==> src/rtl/aes_round_ctrl.sv <==
// AES-128 round sequencer: whitening, ten trigger/busy handshakes with a round block, ciphertext out.
// aes_round_blk is a multi-cycle AES round engine that speaks the blk_* handshake.

module aes_round_ctrl #(
    parameter int WIDTH   = 128,
    parameter int ROUNDS  = 10,
    parameter int TIMEOUT = 255
) (
    input  logic             clk,
    input  logic             reset,
    input  logic             start,
    input  logic [WIDTH-1:0] data_in,
    input  logic [WIDTH-1:0] key_in,
    output logic             ready,
    output logic [WIDTH-1:0] data_out,
    output logic             data_valid,
    output logic             error,
    output logic             blk_sample_trig,
    output logic             blk_first_round,
    output logic             blk_end_round,
    output logic [3:0]       blk_count,
    output logic [WIDTH-1:0] blk_data,
    output logic [WIDTH-1:0] blk_key,
    input  logic [WIDTH-1:0] blk_data_out,
    input  logic             blk_busy
);

    typedef enum logic [2:0] {
        IDLE,
        LAUNCH,
        WAIT_BUSY,
        WAIT_DONE,
        DONE
    } state_t;

    localparam logic [3:0] LAST_ROUND = 4'(ROUNDS);
    localparam logic [7:0] TMO_LAST   = 8'(TIMEOUT - 1);

    state_t           state_q, state_d;
    logic [7:0]       tmo_q, tmo_d;
    logic             ready_q, ready_d;
    logic [WIDTH-1:0] data_out_q, data_out_d;
    logic             data_valid_q, data_valid_d;
    logic             error_q, error_d;
    logic             trig_q, trig_d;
    logic             first_q, first_d;
    logic             end_q, end_d;
    logic [3:0]       count_q, count_d;
    logic [WIDTH-1:0] blk_data_q, blk_data_d;
    logic [WIDTH-1:0] blk_key_q, blk_key_d;
    logic             abort;

    always_comb begin
        state_d      = state_q;
        data_out_d   = data_out_q;
        data_valid_d = 1'b0;
        error_d      = error_q;
        first_d      = first_q;
        end_d        = end_q;
        count_d      = count_q;
        blk_data_d   = blk_data_q;
        blk_key_d    = blk_key_q;
        abort        = 1'b0;

        case (state_q)
            IDLE: begin
                if (start) begin
                    blk_data_d = data_in ^ key_in;
                    blk_key_d  = key_in;
                    count_d    = 4'd1;
                    first_d    = 1'b1;
                    end_d      = 1'b0;
                    state_d    = LAUNCH;
                end
            end
            LAUNCH: begin
                state_d = WAIT_BUSY;
            end
            WAIT_BUSY: begin
                if (blk_busy) begin
                    state_d = WAIT_DONE;
                end else if (tmo_q == TMO_LAST) begin
                    abort = 1'b1;
                end
            end
            WAIT_DONE: begin
                if (!blk_busy) begin
                    if (count_q < LAST_ROUND) begin
                        blk_data_d = blk_data_out;
                        count_d    = count_q + 4'd1;
                        first_d    = 1'b0;
                        end_d      = ((count_q + 4'd1) == LAST_ROUND);
                        state_d    = LAUNCH;
                    end else begin
                        data_out_d   = blk_data_out;
                        data_valid_d = 1'b1;
                        state_d      = DONE;
                    end
                end else if (tmo_q == TMO_LAST) begin
                    abort = 1'b1;
                end
            end
            DONE: begin
                first_d = 1'b0;
                end_d   = 1'b0;
                count_d = 4'd0;
                state_d = IDLE;
            end
            default: begin
                state_d = IDLE;
            end
        endcase

        // A stalled handshake abandons the transaction without touching data_out.
        if (abort) begin
            error_d = 1'b1;
            first_d = 1'b0;
            end_d   = 1'b0;
            count_d = 4'd0;
            state_d = IDLE;
        end

        if (state_d != state_q) begin
            tmo_d = 8'd0;
        end else if (state_q == WAIT_BUSY || state_q == WAIT_DONE) begin
            tmo_d = tmo_q + 8'd1;
        end else begin
            tmo_d = tmo_q;
        end

        ready_d = (state_d == IDLE);
        trig_d  = (state_d == LAUNCH);
    end

    always_ff @(posedge clk) begin
        if (reset) begin
            state_q      <= IDLE;
            tmo_q        <= 8'd0;
            ready_q      <= 1'b1;
            data_out_q   <= '0;
            data_valid_q <= 1'b0;
            error_q      <= 1'b0;
            trig_q       <= 1'b0;
            first_q      <= 1'b0;
            end_q        <= 1'b0;
            count_q      <= 4'd0;
            blk_data_q   <= '0;
            blk_key_q    <= '0;
        end else begin
            state_q      <= state_d;
            tmo_q        <= tmo_d;
            ready_q      <= ready_d;
            data_out_q   <= data_out_d;
            data_valid_q <= data_valid_d;
            error_q      <= error_d;
            trig_q       <= trig_d;
            first_q      <= first_d;
            end_q        <= end_d;
            count_q      <= count_d;
            blk_data_q   <= blk_data_d;
            blk_key_q    <= blk_key_d;
        end
    end

    assign ready           = ready_q;
    assign data_out        = data_out_q;
    assign data_valid      = data_valid_q;
    assign error           = error_q;
    assign blk_sample_trig = trig_q;
    assign blk_first_round = first_q;
    assign blk_end_round   = end_q;
    assign blk_count       = count_q;
    assign blk_data        = blk_data_q;
    assign blk_key         = blk_key_q;

endmodule


==> config.mk <==
export PLATFORM = sky130hd
export DESIGN_NAME = aes_round_ctrl
export DESIGN_NICKNAME = d
export VERILOG_FILES = /design/src/rtl/aes_round_ctrl.sv
export SDC_FILE = /design/constraint.sdc
export NUM_CORES = 1
export LEC_CHECK = 0
export CELL_PAD_IN_SITES_DETAIL_PLACEMENT = 0
export CELL_PAD_IN_SITES_GLOBAL_PLACEMENT = 1
export CORE_AREA = 2 2 305 307
export CTS_BUF_LIST = sky130_fd_sc_hd__clkbuf_4 sky130_fd_sc_hd__clkbuf_8 sky130_fd_sc_hd__clkbuf_16
export DETAILED_ROUTE_END_ITERATION = 8
export DIE_AREA = 0 0 307 309
export PLACE_DENSITY = 0.63
export SLEW_MARGIN = 10
export SYNTH_ARGS = -nofsm -noshare
export SYNTH_HDL_FRONTEND = slang
export SYNTH_SLANG_ARGS = --single-unit
==> constraint.sdc <==
create_clock -name clk -period 2.9 [get_ports clk]
set_input_delay 0.435 -clock clk [delete_from_list [all_inputs] [get_ports clk]]
set_output_delay 0.435 -clock clk [all_outputs]
set_load 0.01 [all_outputs]
== Word level (Yosys, flattened, before mapping) ==
Index checks and enable logic that the tools add are counted.

* Bits in registers: 405
* Bits of input ports: 388
* Output and inout bits: 394
* Word-level logic and storage cells: 69

* Add/sub/neg operators: 2
* Order comparisons: 1
* Equality and inequality tests: 11
* Muxes and demuxes: 27
* Bitwise gates (word level): 4
* Reduce and logical (&&, ||, !) cells: 12

{| class="wikitable"
|+ Operator list
! cell !! number
|-
| 128-bit 2-to-1 mux || 3
|-
| 128-bit one-hot mux with 2 select lines || 1
|-
| 128-bit XOR || 1
|-
| 3-bit 2-to-1 mux || 5
|-
| 4-bit 2-to-1 mux || 3
|-
| 3-bit one-hot mux with 4 select lines || 1
|-
| 4-bit one-hot mux with 3 select lines || 1
|-
| 1-bit 2-to-1 mux || 10
|-
| 8-bit by 1-bit adder with 8-bit output (second input constant) || 1
|-
| 8-bit equality test (second input constant) || 1
|-
| 4-bit AND reduction || 2
|-
| 3-bit by 1-bit equality test with 1-bit output (second input constant) || 2
|-
| 3-bit by 2-bit equality test with 1-bit output (second input constant) || 2
|-
| 3-bit logical NOT || 2
|-
| 2-bit inequality test (second input constant) || 3
|-
| 1-bit one-hot mux with 3 select lines || 2
|-
| 4-bit by 1-bit adder with 4-bit output (second input constant) || 1
|-
| 4-bit equality test (second input constant) || 1
|-
| 4-bit < comparator (second input constant) || 1
|-
| 2-bit OR reduction || 2
|-
| 3-bit equality test (second input constant) || 1
|-
| 3-bit inequality test || 1
|-
| 1-bit inverter || 3
|-
| 3-bit AND reduction || 1
|-
| 6 further kinds || 6
|}

== Longest topological paths before layout ==
* Depth in word-level cells: 7
* Depth in mapped cells: 8
* Gate-level depth less buffers: 6

== Worst setup path after synthesis ==
Ideal clock, no wire load.

* Path type: flip-flop to flip-flop
* Start point: reg tmo_q[0]
* End point: reg tmo_q[1]
* Library setup time: 0.080 ns
* Arrival: 1.760 ns
* Data required time: 2.820 ns
* Setup slack: 1.061 ns
* Stages on the path, launching flop included: 8
* Path buffers: 1
* Period minus slack after synthesis: 1.839 ns
* Path through: dfxtp_1 > inv_1 > ha_1 > and4b_1 > a41o_1 > buf_4 > a2111o_1 > a211oi_2

* Word-level cells in the longest chain between the ends: 7
* Elaborated cells between the ends (all ways): 9
* Classes of those cells: add/sub (1); eq/ne (2); mux (5); reduce/logical (1)

{| class="wikitable"
|+ RTL lines
! element !! RTL line !! source
|-
| start, declared || 40 || <nowiki>logic [7:0] tmo_q, tmo_d;</nowiki>
|-
| start signal, assigned || 151 || <nowiki>tmo_q <= tmo_d;</nowiki>
|-
| 8-bit equality test || 82, 99 ||
|-
| 1-bit 2-to-1 mux || 82, 99 ||
|-
| 1-bit 2-to-1 mux, on equally long branches || 87, 80 ||
|-
| 1-bit one-hot mux with 2 select lines || 65 || <nowiki>case (state_q)</nowiki>
|-
| 3-bit 2-to-1 mux || 115 || <nowiki>if (abort) begin</nowiki>
|-
| 3-bit inequality test || 123 || <nowiki>if (state_d != state_q) begin</nowiki>
|-
| 2-bit OR reduction (no line) || -- ||
|}

Parallel ways exist; a longest one is shown, timed or not.
A chain may end at the register's enable or synchronous reset.

== Worst setup path after layout ==
* Start point: reg count_q[1], in the netlist blk_count[1]
* End point: out blk_count[1]

{| class="wikitable"
|+ RTL lines
! element !! RTL line !! source
|-
| start, declared || 48 || <nowiki>logic [3:0] count_q, count_d;</nowiki>
|-
| start signal, assigned || 159 || <nowiki>count_q <= count_d;</nowiki>
|-
| end, declared || 21 || <nowiki>output logic [3:0] blk_count,</nowiki>
|}

No word-level cell between the ends.

==> impl_metrics.toml <==
[status]
status = "finished, final reports clean"

[worst_hold_path]
hold_start = "reset"
hold_class = "primary input to register"
hold_depth = 2
whs_endpoint = "blk_key[97]$_SDFFE_PP0P_"

[clock_tree]
worstSkewPairLatency_ns = 0.58
cts_tree = "yes"
cts_sinks = 405
cts.repair.resized = 0
cts.hold.buffers_added = 0
cts_root_buffer = "clkbuf_16"
cts_buffers = 51
path_clk_slew_ns = 0.06
cts_max_level = 2
ctsLongestPathBuffers = 3
cts_post_setup_buffers_inserted = 0

[synthesis]
synthSimpleGateAreaFrac_pct = 19.2
synth.largest_area_cell = "dfxtp_1"
synth_xor_area_share_pct = 7.32
syn_inst = 2068
syn_area_um2 = 16500
async_reset_ff_share_pct = 0
synth_cell_types = 42
muxShareOfSynthArea_pct = 0
synth_common_cells = "nand2_1 (776), dfxtp_1 (405), a21oi_1 (391), xnor2_1 (132), o211ai_1 (128)"
synth_top_area_share_pct = 49.1
synth.avg_cell_area_um2 = 7.99
syn-num-nets = 2460
synthAdderAreaFrac_pct = 0.303
synthFlopType = "dfxtp_1"
synth.area.top_cells = "dfxtp_1 (49%), nand2_1 (18%), a21oi_1 (12%)"
yosysSeqAreaShare_pct = 49.1
synth_top_family_by_area = "simple AND/OR/NAND/NOR gates"
synth_edf_count = 0
synth_compound_area_share_pct = 18.5
ys_warn_count = 0
ys_ff_latch = 405
yosysMostFrequentCell = "nand2_1"

[sta]
fin_crit_sh_pct = 74.8
min_period_ns = 2.17
drv_slew = 0
slew_headroom_pct = 42.9
tightest_slew_ns = 0.856
rsz0062_at_grt = "false"
hold_violations = 0
finClkSkew_ns = 0.0132
finalWorstSetupSlack_ns = 0.732
setup_viol = 0
final.setup.tns_ns = 0
max_freq_mhz = 461

[die]
fp.dieW_um = 307
rows = 111
core_area_um2 = 91400
die_area_um2 = 94900
ioPinCount = 782
start_util_pct = 18.1
chipHeight_um = 309

[pwr]
p_per_area_nw_per_um2 = 565
combPwrFrac_pct = 18.9
p_leak_nw = 9.43
internal-power_w = 0.0111
p_seq_share_pct = 39.4
power_w = 0.0154
pwr-share-clk_pct = 41.7
switchingPower_w = 0.00422
p_sw_share_pct = 27.5
vdd_drop_max_v = 0.000327

[finish]
final_core_util_pct = 29.7
syn2layout_area_growth_pct = 64.4
final_nets = 3173
layout-drive-gt1-share_pct = 5.14
final_cells = 4008

[global_route]
grt_usage_pct = 15.1
grt_pass1_vias = 16400
antenna_found_initial = 5
overflow = 0
grt_max_degree = 150
grt_pass1_wl_um = 108000

[placed_design]
portBuffers = 781
place_congestion = 0.796
dp_hpwl_um = 54600
post-place-ws_ns = 0.267
dp_cells = 3914

[detailed_routing]
ant_nets = 0
met2_length_um = 38400
wl_met1_um = 30200
wl_per_cell_um = 18.9
dr_wl_met3_um = 5350
top_layer = "met5"
avgViaCountPerCell = 4.13
wirelength_um = 75700
drtPass1Iterations = 5
drt_iter0_drc = 772
drc_errors = 0
vias = 16500

[worst_setup_path]
worstPathArrival_ns = 1.73
end_kind = "output pin"
slowest_delay_ns = 0.70
crit_family = "buffers and inverters"
r2r_slack_ns = 0.76
crit_required_ns = 2.47
critPathKind = "register to output pin"
start_kind = "register"
cpMaxStageDelayCell = "clkdlybuf4s50_1"
reg2reg_from = "state_q[2]$_SDFF_PP0_"
crit_chain = "clkdlybuf4s50_1"
cp.buffers_inverters = 1
rr_endpoint = "blk_data[121]$_SDFFE_PP0P_"
r2r_cells = 5
worstPathMaxFanout = 7

[job]
drv_cap = 0
[power by group through the flow]
stage | Clock [W] | Sequential, W | Combinational [W]
after global routing | 0.00688 | 0.00609 | 0.00314
after floorplan | 0 | 0.00630 | 0.00112
after global placement | 0 | 0.00616 | 0.00297
final | 0.00640 | 0.00605 | 0.00291
after detailed placement | 0 | 0.00617 | 0.00296
after CTS | 0.00666 | 0.00605 | 0.00297
[kinds of logic (layout without fill, tap and decap cells)]
logic type | count (synthesis) | count (layout)
flops | 405 | 405
fa+ha+maj | 4 | 4
buf+inv | 166 | 917
xor+xnor | 138 | 138
simple gates | 822 | 822
compound gates | 533 | 533
other cells | 0 | 3
[per-layer routing]
metal | GRT usage [%] | vias up
li1 | - | 8311
met2 | 27.0 | 481
met1 | 17.4 | 7654
met5 | 0 | -
met4 | 3.93 | 4
met3 | 4.49 | 98
[registers in the layout (all words and copies together), names as in the netlist]
register         flops
blk_first_round      1
error                1
blk_end_round        1
data_out           128
data_valid           1
blk_key            128
blk_data           128
blk_count            4
blk_sample_trig      1
ready                1
tmo_q                8
state_q              3
[through the flow]
step | hold slack, ns | instance area, um^2
2_1_floorplan | 0.472 | 16500
3_3_place_gp | 0.438 | 25500
3_5_place_dp | 0.442 | 25500
4_1_cts | 0.191 | 27200
5_1_grt | 0.207 | 27200
6_report | 0.223 | 27200
[layout make-up]
cell class / count / area, um^2
Fill cell: 9875 / 64200
Clock buffer: 73 / 1500
Sequential cell: 405 / 8110
Inverter: 2 / 7.51
Multi-Input combinational cell: 1497 / 7500
Timing Repair Buffer: 824 / 8380
Clock inverter: 18 / 166
Tap cell: 1186 / 1480
Antenna cell: 3 / 7.51
[layout by cell type (no fill, tap or decap), types with 4 or more instances in the layout]
| cell | n |
|---|---|
| a21oi_1 | 391 |
| xor2_1 | 6 |
| nand2_1 | 776 |
| buf_12 | 19 |
| clkbuf_4 | 14 |
| nor2_1 | 20 |
| ha_1 | 4 |
| clkbuf_8 | 7 |
| clkinv_2 | 10 |
| nand3_1 | 4 |
| clkdlybuf4s50_1 | 780 |
| dfxtp_1 | 405 |
| clkbuf_16 | 52 |
| o211ai_1 | 128 |
| xnor2_1 | 132 |
| buf_4 | 24 |
[worst max path at each step]
stage                                          from                   endpoint  cells past startpoint
after detailed placement                   blk_busy  data_out[43]$_SDFFE_PP0P_                      5
after CTS                        error$_SDFFE_PP0P_                      error                      1
final                     blk_count[1]$_SDFFE_PP0P_               blk_count[1]                      1
after floorplan               tmo_q[0]$_SDFFE_PP0P_      tmo_q[1]$_SDFFE_PP0P_                      7
after global routing             error$_SDFFE_PP0P_                      error                      1
after global placement                     blk_busy  data_out[42]$_SDFFE_PP0P_                      5
No activity file was read; power rests on OpenSTA's default activity.
